### src/rtl/mux_arb_pkg.sv
// Shared encodings for the two-input round-robin mux arbiter.
// Holds the FSM state type, the mux select values and a select-to-grant helper.
package mux_arb_pkg;

  typedef enum logic [1:0] {
    IDLE    = 2'd0,
    GRANT_A = 2'd1,
    GRANT_B = 2'd2
  } arb_state_t;

  localparam logic SEL_A = 1'b0;
  localparam logic SEL_B = 1'b1;

  function automatic arb_state_t grant_state(input logic sel);
    return (sel == SEL_B) ? GRANT_B : GRANT_A;
  endfunction

endpackage

### src/rtl/mux_2to1if.sv
// Single-bit 2:1 multiplexer used as the arbiter datapath cell.
// sel_in=0 passes a_in, sel_in=1 passes b_in.
module mux_2to1if (
  input  logic a_in,
  input  logic b_in,
  input  logic sel_in,
  output logic y_out
);

  assign y_out = sel_in ? b_in : a_in;

endmodule

### src/rtl/mux2_rr_arbiter.sv
// Round-robin arbiter steering a two-input mux into a registered output stage.
// A burst limit hands the grant to the waiting requester after MAX_BURST beats.
module mux2_rr_arbiter
  import mux_arb_pkg::*;
#(
  parameter int DATA_W    = 8,
  parameter int MAX_BURST = 4
) (
  input  logic              clk_in,
  input  logic              rst_in,
  input  logic              a_valid_in,
  input  logic [DATA_W-1:0] a_data_in,
  output logic              a_ready_out,
  input  logic              b_valid_in,
  input  logic [DATA_W-1:0] b_data_in,
  output logic              b_ready_out,
  output logic              y_valid_out,
  output logic [DATA_W-1:0] y_data_out,
  input  logic              y_ready_in,
  output logic              sel_out
);

  localparam int               CNT_W      = $clog2(MAX_BURST + 1);
  localparam logic [CNT_W-1:0] BURST_LAST = CNT_W'(MAX_BURST);

  arb_state_t        state;
  logic              prio;
  logic [CNT_W-1:0]  burst_cnt;
  logic [CNT_W-1:0]  cnt_inc;
  logic              load_en;
  logic              beat_take;
  logic              cur_sel;
  logic              oth_sel;
  logic              cur_valid;
  logic              oth_valid;
  logic              burst_done;
  logic [DATA_W-1:0] mux_data;

  // Readies depend only on the grant and the output stage, never on the requester valids.
  assign load_en     = !y_valid_out || y_ready_in;
  assign a_ready_out = (state == GRANT_A) && load_en;
  assign b_ready_out = (state == GRANT_B) && load_en;
  assign beat_take   = (a_valid_in && a_ready_out) || (b_valid_in && b_ready_out);

  // Granted (cur) and waiting (oth) sides; only meaningful in the GRANT states.
  assign cur_sel    = (state == GRANT_B) ? SEL_B : SEL_A;
  assign oth_sel    = !cur_sel;
  assign cur_valid  = (cur_sel == SEL_B) ? b_valid_in : a_valid_in;
  assign oth_valid  = (cur_sel == SEL_B) ? a_valid_in : b_valid_in;
  assign cnt_inc    = burst_cnt + CNT_W'(1);
  assign burst_done = cur_valid && (cnt_inc == BURST_LAST);

  for (genvar i = 0; i < DATA_W; i++) begin : g_mux
    mux_2to1if u_mux (
      .a_in  (a_data_in[i]),
      .b_in  (b_data_in[i]),
      .sel_in(sel_out),
      .y_out (mux_data[i])
    );
  end

  // NOTE: state registers use non-blocking assignments so every register samples
  // the pre-edge values of its neighbours, independent of statement order.
  always_ff @(posedge clk_in) begin
    if (rst_in) begin
      state     <= IDLE;
      prio      <= SEL_A;
      burst_cnt <= '0;
      sel_out   <= SEL_A;
    end else begin
      case (state)
        IDLE: begin
          if (a_valid_in && (!b_valid_in || prio == SEL_A)) begin
            state   <= GRANT_A;
            sel_out <= SEL_A;
          end else if (b_valid_in) begin
            state   <= GRANT_B;
            sel_out <= SEL_B;
          end
        end
        GRANT_A, GRANT_B: begin
          // A stalled output stage freezes the grant and the burst count.
          if (load_en) begin
            if (!cur_valid || burst_done) begin
              burst_cnt <= '0;
            end else begin
              burst_cnt <= cnt_inc;
            end
            if (!cur_valid || (burst_done && oth_valid)) begin
              prio <= oth_sel;
              if (oth_valid) begin
                state   <= grant_state(oth_sel);
                sel_out <= oth_sel;
              end else begin
                state <= IDLE;
              end
            end
          end
        end
        default: state <= IDLE;
      endcase
    end
  end

  // NOTE: the data register is reset too, so y_data_out reads zero after reset
  // rather than whatever beat was in flight.
  always_ff @(posedge clk_in) begin
    if (rst_in) begin
      y_valid_out <= 1'b0;
      y_data_out  <= '0;
    end else if (beat_take) begin
      y_valid_out <= 1'b1;
      y_data_out  <= mux_data;
    end else if (y_ready_in) begin
      y_valid_out <= 1'b0;
    end
  end

endmodule

### config.mk
export PLATFORM = sky130hd
export DESIGN_NAME = mux2_rr_arbiter
export DESIGN_NICKNAME = d
export VERILOG_FILES = /design/src/rtl/mux_arb_pkg.sv /design/src/rtl/mux_2to1if.sv /design/src/rtl/mux2_rr_arbiter.sv
export SDC_FILE = /design/constraint.sdc
export NUM_CORES = 1
export LEC_CHECK = 0
export CAP_MARGIN = 20
export CORE_UTILIZATION = 43
export DETAILED_ROUTE_END_ITERATION = 7
export GPL_ROUTABILITY_DRIVEN = 0
export PLACE_DENSITY = 0.83
export SLEW_MARGIN = 5
export SYNTH_ARGS = -nofsm -noshare
export SYNTH_HDL_FRONTEND = slang
export SYNTH_SLANG_ARGS = --single-unit
### constraint.sdc
create_clock -name clk_in -period 2 [get_ports clk_in]
set_input_delay 0.5 -clock clk_in [delete_from_list [all_inputs] [get_ports clk_in]]
set_output_delay 0.5 -clock clk_in [all_outputs]
set_load 0.1 [all_outputs]
==> results.cfg, run 1 <==
[layout]
fillCellCount = 169
num_antenna_cells = 0
layout.nets = 165
post-route-util_pct = 66.4
finish.instance_area_um2 = 1320
drive_gt1_share_pct = 21.9
area_delta_synth_final_pct = 42.5

[critical_path]
worstPathArrival_ns = 1.46
crit_fanout = 3
setup.worst_path.start_class = input pin
required_ns = 1.50
rr_worst_depth = 6
timing.rr.start = state[0]$_SDFFE_PP0P_
worstPathCellList = clkdlybuf4s50_1 -> nand2b_1 -> and2_2 -> buf_12
reg2reg_to = state[0]$_SDFFE_PP0P_
crit_type = input pin to output port
crit_slowest_cell = clkdlybuf4s50_1
reg2reg_slack_ns = 0.20
critPathMaxStageDelay_ns = 0.41
setup.worst_path.end_class = output port

[outcome]
outcome = finished clean

[timing]
hold_viol_final = 0
grt_setup_unrepaired = yes
period_minus_slack_ns = 1.96
min_period_over_period_pct = 98.1
layout_setup_ws_ns = 0.0378
skew_ns = 0.00102
tightest_slew_ns = 0.570
fmax_mhz = 510
final_max_slew_viol_count = 0
setup_violations = 0
relSlewSlack_pct = 61.9

[power_and_ir_drop]
power_leakage_uw = 0.000524
ir_worst_vdd_uv = 1020
p_per_area_nw_per_um2 = 1760

[routing]
vias_per_cell = 5.04
dr.pass1.iters = 4
ant_nets = 0
drt-initial-drc-count = 11
route.detailed.drc = 0
totalWireLength_mm = 1.89
wire_per_inst_um = 11.5
vias = 826

[yosys]
ys_ff_latch = 16
yosysTopAreaCell = dfxtp_1
synth_edf_count = 0
syn-num-nets = 130
yosysTopAreaCellShare_pct = 34.7
synthTopCellsByArea = dfxtp_1, mux2i_1, ha_1, a211oi_1, nor2_1
synthFlopType = dfxtp_1
ys_types = 29
ys_warn_count = 0
postSynthCellCount = 103
avgSynthCellArea_um2 = 8.96
synthTopCellsByCount = nor2_1, dfxtp_1, mux2i_1
synth_most_common_cell = nor2_1
synth-seq-area-share_pct = 34.7
async_flop_share_pct = 0
synth_area_um2 = 923

[floorplan]
dieHeight_um = 48.3
dieWidth_um = 48.3
rows = 16
num_io_pins = 33
coreArea_um2 = 1980
initial_core_util_pct = 46.6
dieArea_um2 = 2340

[place]
dp_hpwl_mm = 1.52
post-place-ws_ns = -0.00641
dpl_cell_area_um2 = 1280
io_buffers = 32

[clock_network]
clk_pin_slew_ns = 0.09
hold_buffers = 0
cts.sinks = 16
post_cts_buffers = 0
cts_buffer_depth = 2
ctsHtreeMaxLevel = 1
cts.repair.resized = 0
root_buffer = clkbuf_4
cts_buffers = 3
cts_tree = done
clock_latency_ns = 0.28

[global_routing]
grt_pass1_wl_mm = 3.20
antenna_found_initial = 0
first_global_vias = 784
grt_overflow = 0
grt_start_max_net_pins = 17
grt_use_total_pct = 17.3

[job]
maxCapViolCount = 0

[hold_path]
whs_endpoint = burst_cnt[2]$_SDFFE_PP0P_
holdCritPathClass = register to register
min_from = burst_cnt[2]$_SDFFE_PP0P_
whs_path_depth = 2
[stage by stage]
step	total power, uW	hold WS [ns]	std cells	TNS, ns
finish	2320	0.489	164	0
floorplan	1770	0.457	103	0
CTS	2330	0.499	164	0
global route	2450	0.531	164	-0.00477
detailed placement	2120	0.478	160	-0.00849
global placement	2080	0.474	160	0
[cell families after synthesis]
kind of cell	synth area share [%]
buffers and inverters	5.42
DFF	34.7
AOI/OAI and AO/OA	21.1
adders and majority gates	8.13
and+or+nand+nor	18.7
muxes	11.9
[flip-flops by register name (all words and copies together) (netlist names)]
name and count:
y_valid_out 1, state 2, y_data_out 8, burst_cnt 3, prio 1, sel_out 1
[per-layer routing]
metal  vias to the layer above  global-route usage [%]  wire length [um]
met5                         -                       0                 0
met4                         0                    5.88                21
met3                         3                    5.03               143
met2                        32                    31.9               946
met1                       363                    18.6               776
li1                        428                       -                 -
[layout make-up]
cell class / count / area [um^2] / area share (%)
Sequential cell: 16 / 322 / 24.4
Clock buffer: 4 / 36.3 / 2.76
Multi-Input combinational cell: 78 / 556 / 42.2
Tap cell: 27 / 33.8 / 2.57
Timing Repair Buffer: 36 / 358 / 27.2
Inverter: 3 / 11.3 / 0.856
[report_power, final]
part	internal, uW	total (uW)	leakage [uW]	switching [uW]
clock	111	207	0.0000210	96.3
combinational	516	1610	0.000371	1090
sequential	429	505	0.000131	75.3
total	1060	2320	0.000524	1260
[worst max path at each step]
stage	start	to	cells after the start	slack, ns
final	y_ready_in	b_ready_out	4	0.04
after global routing	y_ready_in	a_ready_out	4	-0.005
after CTS	state[0]$_SDFFE_PP0P_	b_ready_out	4	0.004
after detailed placement	a_valid_in	state[0]$_SDFFE_PP0P_	6	-0.006
after global placement	y_ready_in	a_ready_out	4	0.04
after floorplan	y_valid_out$_SDFFE_PP0P_	a_ready_out	2	0.05
[worst max-delay path, delay by kind of cell]
kind / cells / cell delay (ns)
buffers and inverters: 2 / 0.57
and+or+nand+nor: 2 / 0.39
[cells in the final DEF, fill, tap and decap left out, drive strengths merged]
cell and n:
a211oi 9, nor2b 2, and2 3, inv 3, clkbuf 4, o21bai 1
dfxtp 16, buf 16, nand2 6, nand2b 1, nor2 19, clkdlybuf4s50 20
ha 6, nand3 1, mux2i 11, nor3b 1, o2111ai 1, a21oi 10
a21bo 2, nor3 2, nand3b 1, a22o 2
Note: power is estimated with default switching activity, not from simulation.
==> run 2, diff against run 1 <==
--- a/config.mk
+++ b/config.mk
@@ -10,6 +10,7 @@
 export DETAILED_ROUTE_END_ITERATION = 7
 export GPL_ROUTABILITY_DRIVEN = 0
 export PLACE_DENSITY = 0.83
+export REMOVE_ABC_BUFFERS = 1
 export SLEW_MARGIN = 5
 export SYNTH_ARGS = -nofsm -noshare
 export SYNTH_HDL_FRONTEND = slang
==> run 2 against run 1 <==
  * Global-route usage shrank 0.68 points
  * Sequential share of layout area fell by 0.30 points
  * Non-clock buffer count unchanged
  * Die area is the same
  * Combinational power about the same
  * Critical path type unchanged
  * Sequential cell count did not move
==> results.cfg, run 2 (synthesis results as in run 1) <==
[outcome]
outcome = finished clean

[timing]
min_period_over_period_pct = 98.1
relSlewSlack_pct = 63.2
grt_setup_unrepaired = no
fmax_mhz = 509
hold_viol_final = 0
skew_ns = 0.00404
final_max_slew_viol_count = 0
period_minus_slack_ns = 1.96
tightest_slew_ns = 0.550
setup_violations = 0
tns_ns = 0

[critical_path]
required_ns = 1.50
worstPathCellList = clkdlybuf4s50_1 -> nand2b_1 -> and2_2 -> buf_12
crit_slowest_cell = clkdlybuf4s50_1
reg2reg_slack_ns = 0.23
crit_type = input pin to output port
setup.worst_path.end_class = output port
worstPathArrival_ns = 1.46
critPathLaunch = y_ready_in
timing.rr.start = state[0]$_SDFFE_PP0P_
crit_fanout = 3
critical-path-top-delay-family = buffers and inverters
setup.worst_path.start_class = input pin
critical_path.n_buffers_inverters = 2
critPathMaxStageDelay_ns = 0.41

[routing]
totalWireLength_mm = 1.79
wire_per_inst_um = 10.9
vias_per_cell = 5.04
ant_nets = 0
route.detailed.drc = 0
drt-initial-drc-count = 4
vias = 827
dr.pass1.iters = 4

[job]
maxCapViolCount = 0

[clock_network]
cts_tree = done
clock_latency_ns = 0.27
cts_buffer_depth = 2
root_buffer = clkbuf_4
ctsHtreeMaxLevel = 1
clk_pin_slew_ns = 0.09
post_cts_buffers = 0
cts.sinks = 16
cts_buffers = 3

[layout]
num_antenna_cells = 0
regMostFlops = y_data_out
reg_top3 = y_data_out x8, burst_cnt x3, state x2
stdcell_count = 164
mostFrequentLayoutCells = clkdlybuf4s50_1, nor2_1, dfxtp_1
drive_gt1_share_pct = 21.2
largest_reg_flops = 8
area_delta_synth_final_pct = 43.8
final_common_cell = clkdlybuf4s50_1
layout.nets = 165
finish.instance_area_um2 = 1330

[floorplan]
coreArea_um2 = 1980
rows = 16
dieWidth_um = 48.3
initial_core_util_pct = 46.6
dieHeight_um = 48.3
dieArea_um2 = 2340
num_io_pins = 33

[power_and_ir_drop]
ir_worst_vdd_uv = 1150
p_per_area_nw_per_um2 = 1750
power_leakage_uw = 0.000526
total_power_uw = 2320

[global_routing]
grt_pass1_wl_mm = 3.15
grt_use_total_pct = 16.6
first_global_vias = 810
grt_start_max_net_pins = 17
grt_overflow = 0
antenna_found_initial = 0

[place]
dpl_cell_area_um2 = 1290
place_inst = 160
io_buffers = 32
dp_hpwl_mm = 1.49

[hold_path]
holdCritPathClass = register to register
min_from = burst_cnt[2]$_SDFFE_PP0P_
[run 2: changes by cell type in the layout (fill, tap and decap cells not counted)]
| cell | previous run | this run |
|---|---|---|
| buf_12 | 3 | 4 |
| buf_4 | 13 | 12 |
| dfxtp_1 | 15 | 16 |
| dfxtp_2 | 1 | 0 |
[run 2: per-stage QoR]
stage               setup slack (ns)  utilization, %  hold slack (ns)
floorplan                     -0.211               -            0.457
global placement              0.0396            65.0            0.471
detailed placement            0.0196            65.0            0.475
CTS                          0.00777            66.9            0.497
global route                0.000348            67.0            0.533
finish                        0.0371            67.0            0.490
[run 2: final cells by class]
type                            instances  area, um^2
Fill cell                             159         654
Multi-Input combinational cell         78         556
Timing Repair Buffer                   36         370
Sequential cell                        16         320
Clock buffer                            4        36.3
Tap cell                               27        33.8
Inverter                                3        11.3
[run 2: worst paths after layout]
check,to,cells after the start
worst max-delay path,b_ready_out,4
worst min-delay path,burst_cnt[2]$_SDFFE_PP0P_,2
worst max register to register,state[1]$_SDFFE_PP0P_,6
worst min register to register,burst_cnt[2]$_SDFFE_PP0P_,2
[run 2: metal layers]
| metal | share of wire [%] | up-vias | global-route usage, % |
|---|---|---|---|
| li1 | - | 432 | - |
| met1 | 44 | 362 | 19.2 |
| met2 | 48 | 29 | 30.0 |
| met3 | 6.4 | 4 | 3.46 |
| met4 | 1.5 | 0 | 5.88 |
| met5 | 0 | - | 0 |
[run 2: worst reg2reg max path: stages (launching register included)]
cell and delay, ns:
dfxtp_1 0.41, inv_1 0.09, ha_1 0.43, a22o_1 0.29
a21oi_4 0.17, mux2i_1 0.21, nor2_1 0.05
[run 2: timing repair]
action | in CTS | in global routing
gates resized for setup | 0 | 1
endpoints found under the setup margin | 0 | 1
hold buffers | 0 | 0
[run 2: where the power goes]
group / total (uW) / switching, uW / leakage (uW) / internal [uW]
logic: 1610 / 1080 / 0.000374 / 528
clock network: 205 / 94.2 / 0.0000210 / 111
registers: 507 / 79.1 / 0.000131 / 428
total: 2320 / 1250 / 0.000526 / 1070
